**config.mk**
```make
export PLATFORM = sky130hd
export DESIGN_NAME = cache_fill_fsm_flat
export DESIGN_NICKNAME = d
export VERILOG_FILES = /design/src/rtl/cache_fill_fsm_if.sv /design/src/rtl/cache_fill_fsm.sv /design/src/flat_wrapper.sv
export SDC_FILE = /design/constraint.sdc
export NUM_CORES = 1
export LEC_CHECK = 0
export ABC_AREA = 1
export BUFFER_PORTS_ARGS = -buffer_cell sky130_fd_sc_hd__buf_2
export CELL_PAD_IN_SITES_DETAIL_PLACEMENT = 0
export CELL_PAD_IN_SITES_GLOBAL_PLACEMENT = 1
export CORE_AREA = 2 2 74 76
export CTS_BUF_LIST = sky130_fd_sc_hd__clkbuf_16
export DETAILED_ROUTE_END_ITERATION = 8
export DIE_AREA = 0 0 76 78
export HOLD_SLACK_MARGIN = 0.15
export PLACE_DENSITY = 0.74
export SLEW_MARGIN = 20
export SYNTH_ARGS = -nofsm -noshare
export SYNTH_HDL_FRONTEND = slang
export SYNTH_SLANG_ARGS = --single-unit
```
**constraint.sdc**
```tcl
create_clock -name clk -period 0.9 [get_ports clk]
set_input_delay 0 -clock clk [delete_from_list [all_inputs] [get_ports clk]]
set_output_delay 0 -clock clk [all_outputs]
set_load 0.02 [all_outputs]
```
**src/rtl/cache_fill_fsm_if.sv**
```systemverilog
// Miss-fill bus between the cache/memory side and cache_fill_fsm.
// The FSM connects through the slave modport; the cache/memory side uses master.
interface cache_fill_fsm_if #(
  parameter int ADDR_W = 16,
  parameter int DATA_W = 16
);
  logic              miss_detected;
  logic [ADDR_W-1:0] miss_address;
  logic              memory_data_valid;
  logic [DATA_W-1:0] memory_data_in;
  logic              fsm_busy;
  logic              memory_enable;
  logic [ADDR_W-1:0] memory_address;
  logic [ADDR_W-1:0] cache_address;
  logic [DATA_W-1:0] memory_data;
  logic              write_data_array;
  logic              write_tag_array;
  logic              fill_done;

  modport slave (
    input  miss_detected, miss_address, memory_data_valid, memory_data_in,
    output fsm_busy, memory_enable, memory_address, cache_address,
           memory_data, write_data_array, write_tag_array, fill_done
  );

  modport master (
    output miss_detected, miss_address, memory_data_valid, memory_data_in,
    input  fsm_busy, memory_enable, memory_address, cache_address,
           memory_data, write_data_array, write_tag_array, fill_done
  );
endinterface

```
**src/rtl/cache_fill_fsm.sv**
```systemverilog
// Cache miss fill engine: streams one block from pipelined memory into the
// cache data array word by word, writing the tag together with the last word.
module cache_fill_fsm #(
  parameter int ADDR_W   = 16,
  parameter int DATA_W   = 16,
  parameter int WORDS    = 8,
  parameter int OFFSET_W = 4
) (
  input  logic             clk,
  input  logic             rst_n,
  cache_fill_fsm_if.slave  bus
);
  localparam int CNT_W = $clog2(WORDS);

  typedef enum logic {IDLE, FILL} state_t;

  state_t            state_reg, state_next;
  logic [ADDR_W-1:0] base_reg, base_next;
  // One extra bit so issue_cnt can reach WORDS and stop issuing.
  logic [CNT_W:0]    issue_cnt_reg, issue_cnt_next;
  logic [CNT_W-1:0]  recv_cnt_reg, recv_cnt_next;

  logic [OFFSET_W-1:0] issue_off;
  logic [OFFSET_W-1:0] recv_off;
  logic                issue_open;
  logic                last_word;

  // Word offsets live only in the low OFFSET_W bits, so OR-ing them onto the
  // cleared base can never carry into the tag/index bits.
  assign issue_off  = OFFSET_W'({issue_cnt_reg[CNT_W-1:0], 1'b0});
  assign recv_off   = OFFSET_W'({recv_cnt_reg, 1'b0});
  assign issue_open = (issue_cnt_reg[CNT_W] == 1'b0);
  assign last_word  = (recv_cnt_reg == CNT_W'(WORDS - 1));

  always_ff @(posedge clk or negedge rst_n) begin
    if (!rst_n) begin
      state_reg     <= IDLE;
      base_reg      <= '0;
      issue_cnt_reg <= '0;
      recv_cnt_reg  <= '0;
    end else begin
      state_reg     <= state_next;
      base_reg      <= base_next;
      issue_cnt_reg <= issue_cnt_next;
      recv_cnt_reg  <= recv_cnt_next;
    end
  end

  always_comb begin
    state_next           = state_reg;
    base_next            = base_reg;
    issue_cnt_next       = issue_cnt_reg;
    recv_cnt_next        = recv_cnt_reg;
    bus.fsm_busy         = 1'b0;
    bus.memory_enable    = 1'b0;
    bus.memory_address   = base_reg;
    bus.cache_address    = base_reg;
    bus.memory_data      = '0;
    bus.write_data_array = 1'b0;
    bus.write_tag_array  = 1'b0;
    bus.fill_done        = 1'b0;

    unique case (state_reg)
      IDLE: begin
        if (bus.miss_detected) begin
          state_next     = FILL;
          base_next      = {bus.miss_address[ADDR_W-1:OFFSET_W], {OFFSET_W{1'b0}}};
          issue_cnt_next = '0;
          recv_cnt_next  = '0;
        end
      end

      FILL: begin
        bus.fsm_busy = 1'b1;
        // Issue and receive are independent; memory latency is not tracked.
        if (issue_open) begin
          bus.memory_enable  = 1'b1;
          bus.memory_address = base_reg | {{(ADDR_W-OFFSET_W){1'b0}}, issue_off};
          issue_cnt_next     = issue_cnt_reg + 1'b1;
        end
        if (bus.memory_data_valid) begin
          bus.write_data_array = 1'b1;
          bus.cache_address    = base_reg | {{(ADDR_W-OFFSET_W){1'b0}}, recv_off};
          bus.memory_data      = bus.memory_data_in;
          recv_cnt_next        = recv_cnt_reg + 1'b1;
          if (last_word) begin
            bus.write_tag_array = 1'b1;
            bus.fill_done       = 1'b1;
            state_next          = IDLE;
          end
        end
      end

      default: state_next = IDLE;
    endcase
  end
endmodule

```
**src/flat_wrapper.sv**
```systemverilog
// flat-port wrapper written by rule: the top's interface ports become plain ports
module cache_fill_fsm_flat 
#(
  parameter int ADDR_W   = 16,
  parameter int DATA_W   = 16,
  parameter int WORDS    = 8,
  parameter int OFFSET_W = 4
)
  (clk, rst_n, bus_miss_detected, bus_miss_address, bus_memory_data_valid, bus_memory_data_in, bus_fsm_busy, bus_memory_enable, bus_memory_address, bus_cache_address, bus_memory_data, bus_write_data_array, bus_write_tag_array, bus_fill_done);
  cache_fill_fsm_if #(.ADDR_W(ADDR_W), .DATA_W(DATA_W)) bus_i ();
  input  logic clk;
  input  logic rst_n;
  input wire logic [$bits(bus_i.miss_detected)-1:0] bus_miss_detected;
  input wire logic [$bits(bus_i.miss_address)-1:0] bus_miss_address;
  input wire logic [$bits(bus_i.memory_data_valid)-1:0] bus_memory_data_valid;
  input wire logic [$bits(bus_i.memory_data_in)-1:0] bus_memory_data_in;
  output wire logic [$bits(bus_i.fsm_busy)-1:0] bus_fsm_busy;
  output wire logic [$bits(bus_i.memory_enable)-1:0] bus_memory_enable;
  output wire logic [$bits(bus_i.memory_address)-1:0] bus_memory_address;
  output wire logic [$bits(bus_i.cache_address)-1:0] bus_cache_address;
  output wire logic [$bits(bus_i.memory_data)-1:0] bus_memory_data;
  output wire logic [$bits(bus_i.write_data_array)-1:0] bus_write_data_array;
  output wire logic [$bits(bus_i.write_tag_array)-1:0] bus_write_tag_array;
  output wire logic [$bits(bus_i.fill_done)-1:0] bus_fill_done;
  assign bus_i.miss_detected = bus_miss_detected;
  assign bus_i.miss_address = bus_miss_address;
  assign bus_i.memory_data_valid = bus_memory_data_valid;
  assign bus_i.memory_data_in = bus_memory_data_in;
  assign bus_fsm_busy = bus_i.fsm_busy;
  assign bus_memory_enable = bus_i.memory_enable;
  assign bus_memory_address = bus_i.memory_address;
  assign bus_cache_address = bus_i.cache_address;
  assign bus_memory_data = bus_i.memory_data;
  assign bus_write_data_array = bus_i.write_data_array;
  assign bus_write_tag_array = bus_i.write_tag_array;
  assign bus_fill_done = bus_i.fill_done;
  cache_fill_fsm #(.ADDR_W(ADDR_W), .DATA_W(DATA_W), .WORDS(WORDS), .OFFSET_W(OFFSET_W)) u_core (.clk(clk), .rst_n(rst_n), .bus(bus_i));
endmodule
```
# After elaboration in Yosys (flattened, before gate mapping)
# Cells that the tools add are included.
dict set report word_totals {
  ff_bits 20
  input_bits 36
  wordCells 41
}
dict set report op_classes {
  add_sub_neg 2
  eq_ne 4
  n_mux 24
  n_bitwise 3
  reduce_logical 3
}
# op count
set op_table {}
lappend op_table {{$mux 16} 6}
lappend op_table {{$or 16x4->16} 2}
lappend op_table {{$mux 1} 11}
lappend op_table {{$mux 4} 2}
lappend op_table {{$pmux 4 s2} 1}
lappend op_table {{$mux 3} 2}
lappend op_table {{$ne 2x2->1 const B} 3}
lappend op_table {{$pmux 3 s2} 1}
lappend op_table {{$reduce_and 2->1} 3}
lappend op_table {{$add 4x1->4 const B} 1}
lappend op_table {{$add 3x1->3 const B} 1}
lappend op_table {{$eq 3x3->1 const B} 1}
lappend op_table {{$pmux 1 s2} 1}
lappend op_table {{$not 1->1} 1}

# Longest topological paths before layout
dict set report depth {
  depth_word 4
  ltp_mapped 5
  ltp_nobuf 5
}

# Worst setup path before layout
# Ideal clock, no wire load.
dict set report synth_path {
  path_type {reg-to-output}
  start {register u_core.state_reg}
  end {output bus_write_tag_array}
  t_arrival_ns 1.385
  setup_slack_ns -0.485
  stages_incl_launch_ff 5
  path_cell_list {dfrtp_1 inv_2 buf_2 nor2_1 buf_4}
}
dict set report synth_via {
  elab_chain_len 1
}
# element line
set synth_lines {}
lappend synth_lines {{start, declared} cache_fill_fsm.sv:17} ;# state_t state_reg, state_next;
lappend synth_lines {{start signal, assigned} cache_fill_fsm.sv:42} ;# state_reg <= state_next;
lappend synth_lines {{$mux 1} -}
lappend synth_lines {{end, declared} flat_wrapper.sv:23} ;# output wire logic [$bits(bus_i.write_tag_array)-1:0] bus_write_tag_array;
# No other way between the ends.

# Worst setup path in the final report
dict set report layout_path {
  start {register u_core.recv_cnt_reg[1]}
  end {output bus_write_tag_array}
}
dict set report layout_via {
  elab_chain_len 4
}
# element line
set layout_lines {}
lappend layout_lines {{start, declared} cache_fill_fsm.sv:21} ;# logic [CNT_W-1:0] recv_cnt_reg, recv_cnt_next;
lappend layout_lines {{start signal, assigned} cache_fill_fsm.sv:45} ;# recv_cnt_reg <= recv_cnt_next;
lappend layout_lines {{$eq 3x3->1} cache_fill_fsm.sv:33} ;# assign last_word = (recv_cnt_reg == CNT_W'(WORDS - 1));
lappend layout_lines {{$mux 1} cache_fill_fsm.sv:86} ;# if (last_word) begin
lappend layout_lines {{$mux 1} cache_fill_fsm.sv:81} ;# if (bus.memory_data_valid) begin
lappend layout_lines {{$mux 1} cache_fill_fsm.sv:63} ;# unique case (state_reg)
# No other way between the ends.

==> flow_metrics.py <==
metrics = {
    "worst_hold_path": {
        "hp-class": "primary input to register",
    },
    "clock_network": {
        "cts_tree": "yes",
        "htreeDepth": 1,
        "cts_root_buf": "clkbuf_16",
        "cts_sinks": 20,
        "clk_path_buf_depth": 2,
        "insertion_delay_ns": 0.25,
        "clk_pin_slew_ns": 0.06,
        "cts_buffers": 3,
    },
    "floorplan": {
        "rows": 26,
        "initial_utilization": 0.229,
        "dieArea_sq_um": 5930,
        "pin_count": 89,
        "die_w_um": 76,
        "coreArea_sq_um": 5040,
        "die_y_um": 78,
    },
    "global_route": {
        "grt_use_total": 0.127,
        "grt_pass1_wl_mm": 6.18,
        "grt_overflow": 0,
        "grt_max_degree": 21,
        "grt_pass1_vias": 1356,
        "antenna_found_initial": 0,
    },
    "sta": {
        "hold_viol": 0,
        "final_max_slew_viol_count": 0,
        "clock_skew_ns": 0.00499,
        "fin_crit_sh": 1.40,
        "finalSetupTns_ns": -11.83,
        "rsz0062_at_grt": "yes",
        "setup_slack_ns": -0.364,
        "fmax_mhz": 791,
        "setup_viol": 47,
        "finalCriticalPeriod_ns": 1.26,
    },
    "power": {
        "leakagePower_nw": 1.36,
        "pwr-share-clk": 0.113,
        "switchingPower_w": 0.00358,
        "ir_drop_mv": 1.20,
        "pwr-share-comb": 0.666,
        "power.internal_w": 0.00441,
        "power_density_nw_per_um2": 3080,
        "pwr-share-seq": 0.221,
        "swShare": 0.448,
    },
    "synthesis": {
        "syn_inst": 160,
        "postSynthAreaPerCell_sq_um": 7.20,
        "synth-seq-cells": 20,
        "ys_warn_count": 0,
        "ys_types": 14,
        "synth-seq-area-share": 0.434,
        "syn_area_sq_um": 1150,
    },
    "cells_and_area": {
        "layout_commonest_cell": "buf_2",
        "n_antenna_cell": 0,
        "nets": 310,
        "fin_area_sq_um": 2600,
        "final_cell_mix": "buf_2 (55), buf_6 (33), inv_1 (24)",
        "final_cells": 340,
        "fillers": 461,
        "drive_above_1_share": 0.644,
        "area_growth_pct": 125,
        "fin_util": 0.515,
        "largest_reg_flops": 12,
    },
    "routing": {
        "drc": 0,
        "vias": 1363,
        "wl_per_cell_um": 10.6,
        "vias_per_cell": 4.01,
        "ant_nets": 0,
        "drt_iter0_drc": 27,
        "first_pass_iters": 4,
        "totalWireLength_mm": 3.60,
    },
    "critical_path": {
        "cp-start-kind": "register",
        "crit_path_max_incr_delay_ns": 0.37,
        "crit_path_max_fanout": 2,
        "worstSetupPathType": "register to primary output",
        "cp-end-kind": "primary output",
        "crit_arrival_ns": 1.26,
        "cpMaxStageDelayCell": "dfrtp_1",
        "worstPathRequired_ns": 0.90,
        "path_cells": "ha_2, ha_4, nand2_4, nor2_4, buf_6",
    },
    "status": {
        "status": "finished, violations left",
        "failed_checks": "negative setup slack",
    },
    "placement": {
        "hpwl_mm": 2.45,
        "dpl.cell_count": 311,
        "portBuffers": 82,
        "post_dp_cell_area_sq_um": 1900,
        "gp_congestion": 0.753,
        "dp_slack_ns": -0.104,
    },
    "job": {
        "cap_violations": 0,
    },
}
==> metal layers <==
| metal | vias up | GRT usage | wire [um] |
|---|---|---|---|
| met5 | - | 0 | 0 |
| met3 | 2 | 0.0174 | 196 |
| met2 | 49 | 0.229 | 1930 |
| met4 | 0 | 0.0436 | 29 |
| met1 | 626 | 0.157 | 1450 |
| li1 | 686 | - | - |
==> logic make-up (layout without fill, tap and decap cells) <==
kind of cell	after synthesis	count (layout)	synth area share
AND/OR/NAND/NOR	89	89	0.318
other	1	2	0.00325
buffers and inverters	47	156	0.212
adder cells (fa/ha/maj)	3	3	0.0326
flip-flops	20	20	0.434
==> layout make-up <==
class                   instances  area, sq um  area share
flip-flops and latches         20          502       0.193
inverters                      26          100      0.0385
multi-input cells              94          772       0.297
well taps                      70         87.6      0.0337
clock inverters                 1         3.75     0.00145
repair buffers                126         1060       0.407
clock buffers                   3         75.1      0.0289
==> power by group through the flow <==
| stage | logic, W | registers (W) | clock network (W) |
|---|---|---|---|
| 3_5_place_dp | 0.00397 | 0.00170 | 0 |
| 6_report | 0.00532 | 0.00177 | 0.000904 |
| 3_3_place_gp | 0.00398 | 0.00167 | 0 |
| 2_1_floorplan | 0.00244 | 0.00209 | 0 |
| 5_1_grt | 0.00573 | 0.00185 | 0.000970 |
| 4_1_cts | 0.00511 | 0.00174 | 0.000937 |
==> synthesized netlist by cell type (all sizes together) <==
cell type,count,share of area
clkbuf,1,0.0033
conb,1,0.0033
dfrtp,20,0.43
nor2,23,0.075
nand3,21,0.091
buf,20,0.12
ha,3,0.033
nor3,1,0.0043
inv,26,0.085
nand4,1,0.0054
nand2,43,0.14
==> worst max-delay path: cells and delay by family, from the launching register on <==
| kind | cells | cell delay [ns] |
|---|---|---|
| DFF | 1 | 0.37 |
| adders and majority gates | 2 | 0.33 |
| and+or+nand+nor | 2 | 0.18 |
| buffers and inverters | 1 | 0.13 |
==> stage by stage <==
step / total power [W] / hold slack [ns]
after CTS: 0.00778 / 0.206
after floorplan: 0.00452 / -0.296
final: 0.00799 / 0.202
after global routing: 0.00855 / 0.211
after detailed placement: 0.00567 / -0.0191
after global placement: 0.00565 / -0.0219
==> path summary, 6_finish.rpt <==
path                                                     from                                 end  slack [ns]  cells after the start
max                        u_core.recv_cnt_reg[1]$_DFFE_PN0P_                 bus_write_tag_array       -0.36                      5
min in group asynchronous                               rst_n     u_core.base_reg[15]$_DFFE_PN0P_        0.25                      2
max in group asynchronous                               rst_n          u_core.state_reg$_DFF_PN0_        0.31                      2
min                                         bus_miss_detected          u_core.state_reg$_DFF_PN0_        0.20                      4
max reg2reg                        u_core.state_reg$_DFF_PN0_  u_core.recv_cnt_reg[0]$_DFFE_PN0P_       -0.22                      6
min reg2reg                    u_core.base_reg[8]$_DFFE_PN0P_      u_core.base_reg[8]$_DFFE_PN0P_        0.49                      2
==> repair_timing <==
item | in CTS | in global routing
gates cloned | 3 | 0
buffers inserted | 6 | 3
pin swaps | 12 | 9
hold buffers | 14 | 0
resized for setup | 88 | 18
hold endpoints to repair | 34 | 0
endpoints found under the setup margin | 47 | 47
Note: power is estimated with default switching activity, not from simulation.
